<file path="config.mk">
export PLATFORM = sky130hd
export DESIGN_NAME = fetch_unit_flat
export DESIGN_NICKNAME = d
export VERILOG_FILES = /design/src/rtl/imem_if.sv /design/src/rtl/fetch_unit.sv /design/src/flat_wrapper.sv
export SDC_FILE = /design/constraint.sdc
export NUM_CORES = 1
export LEC_CHECK = 0
export ABC_AREA = 1
export CAP_MARGIN = 20
export CORE_MARGIN = 3
export CORE_UTILIZATION = 50
export CTS_BUF_LIST = sky130_fd_sc_hd__clkbuf_4 sky130_fd_sc_hd__clkbuf_8 sky130_fd_sc_hd__clkbuf_16
export DETAILED_ROUTE_END_ITERATION = 16
export DONT_BUFFER_PORTS = 1
export RECOVER_POWER = 100
export SYNTH_ARGS = -nofsm -noshare
export SYNTH_HDL_FRONTEND = slang
export SYNTH_SLANG_ARGS = --single-unit
</file>
<file path="constraint.sdc">
create_clock -name clk -period 2.33 [get_ports clk]
set_input_delay 0.233 -clock clk [delete_from_list [all_inputs] [get_ports clk]]
set_output_delay 0.233 -clock clk [all_outputs]
set_load 0.01 [all_outputs]
</file>
<file path="src/rtl/imem_if.sv">
// Instruction memory bus: the fetch unit drives address and read strobe,
// memory returns the instruction word qualified by rdy.
interface imem_if #(
   parameter int AW = 16
);
   logic [AW-1:0] addr;
   logic          rd;
   logic [31:0]   data;
   logic          rdy;

   modport master (output addr, output rd, input data, input rdy);
   modport slave  (input addr, input rd, output data, output rdy);
endinterface

</file>
<file path="src/rtl/fetch_unit.sv">
// SISC fetch/PC stage: owns pc and ir, runs the wait-state handshake with
// instruction memory and resolves conditional branches on request from ctrl.
module fetch_unit #(
   parameter int PC_W     = 16,
   parameter int WAIT_MAX = 15
) (
   input  logic            clk,
   input  logic            rst_f,
   input  logic            fetch_go,
   input  logic            br_go,
   input  logic [3:0]      stat,
   imem_if.master          imem,
   output logic [PC_W-1:0] pc,
   output logic [31:0]     ir,
   output logic [3:0]      opcode,
   output logic [3:0]      mm,
   output logic [15:0]     imm,
   output logic            fetch_done,
   output logic            busy,
   output logic            fetch_err,
   output logic            br_taken
);

   localparam int CNT_W = $clog2(WAIT_MAX + 1);

   typedef enum logic {
      IDLE,
      REQ
   } state_e;

   state_e           state_q, state_d;
   logic [PC_W-1:0]  pc_q, pc_d;
   logic [31:0]      ir_q, ir_d;
   logic [CNT_W-1:0] cnt_q, cnt_d;
   logic             done_q, done_d;
   logic             err_q, err_d;
   logic             brt_q, brt_d;

   logic             cond;
   logic             br_take;
   logic [PC_W-1:0]  br_abs;
   logic [PC_W-1:0]  br_rel;
   logic [PC_W-1:0]  br_tgt;

   always_ff @(posedge clk or negedge rst_f) begin
      if (!rst_f) begin
         state_q <= IDLE;
         pc_q    <= '0;
         ir_q    <= '0;
         cnt_q   <= '0;
         done_q  <= 1'b0;
         err_q   <= 1'b0;
         brt_q   <= 1'b0;
      end else begin
         state_q <= state_d;
         pc_q    <= pc_d;
         ir_q    <= ir_d;
         cnt_q   <= cnt_d;
         done_q  <= done_d;
         err_q   <= err_d;
         brt_q   <= brt_d;
      end
   end

   // Branch target and decision, evaluated against the current ir and pc
   always_comb begin
      cond    = |(stat & ir_q[27:24]);
      br_abs  = PC_W'({16'h0000, ir_q[15:0]});
      br_rel  = pc_q + PC_W'({{16{ir_q[15]}}, ir_q[15:0]});
      br_take = 1'b0;
      br_tgt  = pc_q;
      case (ir_q[31:28])
         4'd4: begin br_take = cond;  br_tgt = br_abs; end
         4'd5: begin br_take = cond;  br_tgt = br_rel; end
         4'd6: begin br_take = !cond; br_tgt = br_abs; end
         4'd7: begin br_take = !cond; br_tgt = br_rel; end
         default: begin br_take = 1'b0; br_tgt = pc_q; end
      endcase
   end

   always_comb begin
      state_d = state_q;
      pc_d    = pc_q;
      ir_d    = ir_q;
      cnt_d   = cnt_q;
      done_d  = 1'b0;
      err_d   = err_q;
      brt_d   = brt_q;
      case (state_q)
         IDLE: begin
            cnt_d = '0;
            if (fetch_go) begin
               state_d = REQ;
               err_d   = 1'b0;
               brt_d   = 1'b0;
            end
            // A simultaneous branch wins br_taken and feeds its pc to the fetch
            if (br_go) begin
               brt_d = br_take;
               if (br_take) pc_d = br_tgt;
            end
         end
         REQ: begin
            if (imem.rdy) begin
               ir_d    = imem.data;
               pc_d    = pc_q + PC_W'(1);
               done_d  = 1'b1;
               state_d = IDLE;
            end else if (cnt_q == CNT_W'(WAIT_MAX - 1)) begin
               err_d   = 1'b1;
               state_d = IDLE;
            end else begin
               cnt_d = cnt_q + CNT_W'(1);
            end
         end
         default: state_d = IDLE;
      endcase
   end

   assign imem.addr  = pc_q;
   assign imem.rd    = (state_q == REQ);
   assign busy       = (state_q == REQ);
   assign pc         = pc_q;
   assign ir         = ir_q;
   assign opcode     = ir_q[31:28];
   assign mm         = ir_q[27:24];
   assign imm        = ir_q[15:0];
   assign fetch_done = done_q;
   assign fetch_err  = err_q;
   assign br_taken   = brt_q;

endmodule
</file>
<file path="src/flat_wrapper.sv">
// flat-port wrapper written by rule: the top's interface ports become plain ports
module fetch_unit_flat 
#(
   parameter int PC_W     = 16,
   parameter int WAIT_MAX = 15
)
  (clk, rst_f, fetch_go, br_go, stat, pc, ir, opcode, mm, imm, fetch_done, busy, fetch_err, br_taken, imem_addr, imem_rd, imem_data, imem_rdy);
  imem_if imem_i ();
  input  logic clk;
  input  logic rst_f;
  input  logic fetch_go;
  input  logic br_go;
  input  logic [3:0] stat;
  output logic [PC_W-1:0] pc;
  output logic [31:0] ir;
  output logic [3:0] opcode;
  output logic [3:0] mm;
  output logic [15:0] imm;
  output logic fetch_done;
  output logic busy;
  output logic fetch_err;
  output logic br_taken;
  output wire logic [$bits(imem_i.addr)-1:0] imem_addr;
  output wire logic [$bits(imem_i.rd)-1:0] imem_rd;
  input wire logic [$bits(imem_i.data)-1:0] imem_data;
  input wire logic [$bits(imem_i.rdy)-1:0] imem_rdy;
  assign imem_addr = imem_i.addr;
  assign imem_rd = imem_i.rd;
  assign imem_i.data = imem_data;
  assign imem_i.rdy = imem_rdy;
  fetch_unit #(.PC_W(PC_W), .WAIT_MAX(WAIT_MAX)) u_core (.clk(clk), .rst_f(rst_f), .fetch_go(fetch_go), .br_go(br_go), .stat(stat), .imem(imem_i), .pc(pc), .ir(ir), .opcode(opcode), .mm(mm), .imm(imm), .fetch_done(fetch_done), .busy(busy), .fetch_err(fetch_err), .br_taken(br_taken));
endmodule
</file>
==> results.cfg, run 1 <==
[critical_path]
critPathCaptureType = flop
worstPathCellList = clkbuf_1, nand3_1, nor3_4, nand2_2, nor2_1, o21ai_0, nor2_1, nor2_1, a21oi_1
crit_top_cell = nor2_1
cp_slowest_stage_delay_ns = 0.37
crit_family = simple AND/OR/NAND/NOR gates
start_kind = flop
crit_required_ns = 2.59
cp_max_fo = 6
slowest_stage = dfrtp_1
arrival_ns = 2.36
crit_type = flop to flop
path_buf_inv = 1

[synthesis]
yosysSeqAreaShare_pct = 34.6
yosysWarnings = 0
synthArstFlopShare_pct = 100
synth_edf_count = 0
syn_area_um2 = 4050
syn_inst = 593
syn_avg_cell_area_um2 = 6.83
syn_nets = 653
ys_seq_elements = 56
synth-main-ff-cell = dfrtp_1
synth.lib_cells_used.distinct = 35

[detailed_routing]
drc = 0
vias = 3535
antenna_left = 0
wire_per_inst_um = 15.6
drtIter0Drc = 194
vias_per_cell = 5.28
wirelength_mm = 10.5
drt_first_pass_iters = 5

[timing]
finalClockSkew_ns = 0.00610
slew_viol_final = 0
timing.final.crit_period_ns = 2.10
worstMarginPinSlew_ns = 1.44
max_freq_mhz = 476
final.setup.tns_ns = 0
setup_slack_ns = 0.231
rsz0062_at_grt = no
hold_viol = 0
setup_viol = 0
whs_ns = 0.0104
min_period_over_period_pct = 90.1
maxSlewHeadroom_pct = 3.85

[layout]
fin_area_um2 = 4000
diodes = 0
fin_cells = 670
area_delta_synth_final_pct = -1.11
nNetsFinal = 627
drive_gt1_share_pct = 5.46

[outcome]
status = completed

[cts]
cts_sinks = 56
cts.repair.resized = 0
path_clk_slew_ns = 0.12
postCtsSetupBuffers = 0
clockBufferDepth = 2
insertion_delay_ns = 0.32
cts_root_buf = clkbuf_8
cts_buffers = 5
cts_tree = done
cts_max_level = 2
ctsHoldBuffers = 3

[power_and_ir_drop]
p_switching_mw = 2.46
power.switching_fraction_pct = 52.2
p_leak_nw = 2.09
intPower_mw = 2.26
p_seq_share_pct = 35.3
clkPwrFrac_pct = 12.8
powerDensity_nw_per_um2 = 1180
p_comb_share_pct = 51.9
ir_drop_mv = 0.410

[placed_design]
place_inst = 659
dp_slack_ns = 0.273
gp_congestion = 0.903
place_area_um2 = 3950
io_buffers = 0
dpl.hpwl_mm = 7.67

[floorplan]
core_area_um2 = 7810
start_util_pct = 51.9
die_h_um = 96.0
row_count = 32
die_w_um = 96.0
die-area_um2 = 9210
ioPinCount = 134

[grt]
gr-usage-met3_pct = 5.08
grt_pass1_vias = 3355
grt_max_degree = 57
antenna_found_initial = 0
busiest_layer = met2
use_met2_pct = 38.8
gr-total-overflow = 0
met1_usage_pct = 31.9
grt_pass1_wl_mm = 16.8
track_usage_pct = 23.7

[job]
drv_cap = 0

[min_path]
hold_class = input port to flop
-- worst paths after layout --
check | from | endpoint | slack (ns) | cells after the start
min | imem_data[15] | u_core.ir[15] | 0.01 | 2
min reg2reg | u_core.cnt_q[2] | u_core.cnt_q[2] | 0.51 | 1
max reg2reg | u_core.imem.addr[2] | u_core.imem.addr[13] | 0.23 | 9
min in group asynchronous | rst_f | u_core.ir[4] | 0.76 | 2
max in group asynchronous | rst_f | u_core.ir[23] | 0.68 | 2
max | u_core.imem.addr[2] | u_core.imem.addr[13] | 0.23 | 9
-- per-layer routing --
| layer | part of all wire, % | wire (um) |
|---|---|---|
| met3 | 7.0 | 736 |
| met1 | 44 | 4630 |
| met5 | 0 | 0 |
| met2 | 47 | 4950 |
| met4 | 1.5 | 162 |
-- registers in the layout (all words and copies together) (netlist names) --
signal             flops
u_core.br_taken        1
u_core.fetch_done      1
u_core.imem.addr      16
u_core.cnt_q           4
u_core.ir             32
u_core.fetch_err       1
u_core.busy            1
-- cell usage in the layout (no fill, tap or decap), types with 2 or more instances in the layout --
cell | Yosys | routed
buf_4 | 41 | 4
nor3_1 | 7 | 7
inv_1 | 60 | 60
xor2_1 | 4 | 4
nor2_1 | 35 | 36
dfrtp_1 | 56 | 56
dlygate4sd3_1 | 0 | 2
or2_0 | 2 | 2
nor2_2 | 3 | 2
nand3_1 | 35 | 35
o211ai_1 | 4 | 4
inv_2 | 7 | 7
a21oi_1 | 34 | 34
a31oi_1 | 3 | 3
nand2_2 | 4 | 3
clkbuf_1 | 6 | 16
o21ai_0 | 27 | 32
nor3_2 | 2 | 2
or2_2 | 2 | 2
o21a_1 | 2 | 2
xnor2_1 | 4 | 4
nand2_1 | 210 | 211
ha_1 | 18 | 18
nand4_1 | 2 | 2
o21ai_1 | 8 | 3
clkbuf_8 | 0 | 5
-- metrics by stage --
step	power, mW	util (%)
final	4.72	51.3
after CTS	4.85	52.4
after detailed placement	4.21	50.6
after global placement	4.18	50.6
after global routing	5.23	51.3
after floorplan	3.80	-
-- synthesized netlist by cell type (7+ instances only) --
master | count | area (um2)
inv_2 | 7 | 26.3
o21ai_0 | 27 | 135
dfrtp_1 | 56 | 1400
a21oi_1 | 34 | 170
nand2_1 | 210 | 788
o21ai_1 | 8 | 40.0
nor3_1 | 7 | 35.0
ha_1 | 18 | 225
nor2_1 | 35 | 131
inv_1 | 60 | 225
nand3_1 | 35 | 175
buf_4 | 41 | 308
-- layout make-up --
class | count | area, um2
inverters | 67 | 251
multi-input cells | 414 | 2010
clock buffers | 5 | 68.8
clock inverters | 3 | 27.5
fillers | 819 | 3800
repair buffers | 23 | 115
flip-flops and latches | 56 | 1400
well taps | 102 | 128
-- power groups by stage --
stage	logic, mW	clock network [mW]	registers [mW]
finish	2.45	0.606	1.67
floorplan	2.08	0	1.71
detailed placement	2.52	0	1.69
global placement	2.49	0	1.69
global route	2.83	0.664	1.73
CTS	2.55	0.622	1.68
-- cells by family after synthesis --
| family | count (synthesis) | share of synthesized area [%] |
|---|---|---|
| and+or+nand+nor | 306 | 31.3 |
| buffers and inverters | 123 | 15.6 |
| AOI/OAI and AO/OA | 81 | 10.7 |
| DFF | 56 | 34.6 |
| adders and majority gates | 19 | 6.06 |
| xor gates and xnor gates | 8 | 1.73 |
(Power assumes the default switching activity.)
==> inputs of run 2 (changes only) <==
Settings changed: MAX_ROUTING_LAYER set to met4.
==> run 2 against run 1 <==
Net effect: sequential power about the same; combinational power is essentially flat; clock power decreased by 2%; first-iteration DRC count decreased by 25%; non-clock buffer count unchanged; total power hardly changed; maximum frequency increased by 0.25%; register-to-register slack barely moved; final cell count did not move; hold slack got worse by 0.00051 ns; critical endpoint unchanged; largest cell class unchanged; highest routed layer unchanged.
==> results.cfg, run 2 (synthesized netlist as in run 1, its figures left out) <==
[outcome]
status = completed

[critical_path]
arrival_ns = 2.34
reg2reg_to = u_core.imem.addr[13]
crit_type = flop to flop
critPathCaptureType = flop
ff2ff_setup_slack_ns = 0.24
start_kind = flop
crit_required_ns = 2.58
reg2regPathDepth = 9
r2r_start = u_core.imem.addr[2]
cp-startpoint = u_core.imem.addr[2]
crit_path_end = u_core.imem.addr[13]
cp_max_fo = 6

[power_and_ir_drop]
ir_drop_mv = 0.431
total_power_mw = 4.72
p_comb_share_pct = 52.1
intPower_mw = 2.26
power.switching_fraction_pct = 52.0
clkPwrFrac_pct = 12.5
powerDensity_nw_per_um2 = 1180
p_leak_nw = 2.09
p_seq_share_pct = 35.4
p_switching_mw = 2.46

[cts]
cts_tree = done
insertion_delay_ns = 0.32
cts_buffers = 5
cts_sinks = 56
cts_max_level = 2
path_clk_slew_ns = 0.12
cts_root_buf = clkbuf_8
clockBufferDepth = 2

[timing]
final.setup.tns_ns = 0
min_period_over_period_pct = 89.9
rsz0062_at_grt = no
finalClockSkew_ns = 0.0113
setup_viol = 0
hold_viol = 0
maxSlewHeadroom_pct = 7.08
slew_viol_final = 0
timing.final.crit_period_ns = 2.09
max_freq_mhz = 478
worstMarginPinSlew_ns = 1.39

[grt]
gr-total-overflow = 0
grt_pass1_vias = 3275
track_usage_pct = 24.3
grt_pass1_wl_mm = 16.7
antenna_found_initial = 0
grt_max_degree = 57

[detailed_routing]
vias = 3496
antenna_left = 0
drc = 0
drtIter0Drc = 146
wirelength_mm = 10.4
wire_per_inst_um = 15.6
drt_first_pass_iters = 4
vias_per_cell = 5.22

[floorplan]
ioPinCount = 134
row_count = 32
start_util_pct = 51.9
die_w_um = 96.0
die_h_um = 96.0
core_area_um2 = 7810
die-area_um2 = 9210

[layout]
final_common_cell = nand2_1
diodes = 0
fill_cells = 836
layout_common_cells = nand2_1 (210), inv_1 (60), dfrtp_1 (56)
largest_reg_flops = 32
area_delta_synth_final_pct = -1.05
nNetsFinal = 627
regArea_um2 = 1400
drive_gt1_share_pct = 5.46
multiInputGateArea_um2 = 2010

[min_path]
hold_class = input port to flop
min_from = imem_data[15]

[placed_design]
gp_congestion = 0.911
dpl.hpwl_mm = 7.66
io_buffers = 0

[job]
drv_cap = 0
-- run 2: cell types whose count changed in the layout (fill, tap and decap cells not counted) --
cell and change:
o21ai_0 -1, inv_2 -1, nand2_1 -1, o21ai_1 +1, nand2_2 +1, clkinv_1 +1
-- run 2: worst max-delay path, cell delays in order (launching register included) --
cell and delay (ns):
dfrtp_1 0.37, clkbuf_1 0.35, nand3_1 0.28, nor3_4 0.33
nand2_2 0.14, nor2_1 0.12, o21ai_1 0.07, nor2_1 0.15
nor2_1 0.06, a21oi_1 0.16
-- run 2: worst min path at each step --
stage / cells after the start / to / slack (ns)
2_1_floorplan: 0 / u_core.br_taken / -0.06
6_report: 2 / u_core.ir[15] / 0.01
4_1_cts: 2 / u_core.ir[19] / 0.008
5_1_grt: 2 / u_core.ir[22] / 0.003
3_5_place_dp: 0 / u_core.ir[4] / -0.06
3_3_place_gp: 0 / u_core.ir[4] / -0.06
-- run 2: metrics by stage --
stage / worst slack (ns) / hold slack, ns / cells / utilization (%) / instance area, um2
4_1_cts: 0.288 / 0.00803 / 670 / 52.4 / 4090
3_5_place_dp: 0.298 / -0.0612 / 659 / 50.6 / 3950
5_1_grt: 0.0343 / 0.00266 / 670 / 51.3 / 4010
2_1_floorplan: 0.455 / -0.0626 / 593 / - / 4050
3_3_place_gp: 0.295 / -0.0612 / 659 / 50.6 / 3950
6_report: 0.236 / 0.00990 / 670 / 51.3 / 4010
-- run 2: cell type report --
type / count / area share (%)
Timing Repair Buffer: 23 / 2.87
Multi-Input combinational cell: 414 / 50.3
Clock buffer: 5 / 1.72
Sequential cell: 56 / 35.0
Inverter: 67 / 6.28
Tap cell: 102 / 3.19
Clock inverter: 3 / 0.687
-- run 2: power by group through the flow --
stage               clock (mW)  sequential, mW  combinational [mW]
finish                   0.591            1.67                2.46
global route             0.658            1.73                2.83
CTS                      0.612            1.68                2.56
detailed placement           0            1.70                2.52
global placement             0            1.69                2.49
floorplan                    0            1.71                2.08
-- run 2: layer usage --
metal / GRT usage (%) / wire length, um / up-vias
met1: 31.8 / 4660 / 1580
met2: 37.6 / 4860 / 122
met4: 7.94 / 245 / 0
li1: - / - / 1776
met3: 5.32 / 667 / 18
met5: - / 0 / -
-- run 2: what timing repair did --
| action | 4_1_cts | 5_1_grt |
|---|---|---|
| hold buffers | 3 | 0 |
| gates resized for setup | 0 | 0 |
| hold endpoints to repair | 57 | 0 |
| setup buffers | 0 | 0 |
==> inputs of run 3 (changes only) <==
Settings changed: CTS_CLUSTER_DIAMETER set to 60, MAX_ROUTING_LAYER met4 to unset.
==> results of run 3 <==
Same layout as run 1: the final DEF is identical, and so are final timing and power.
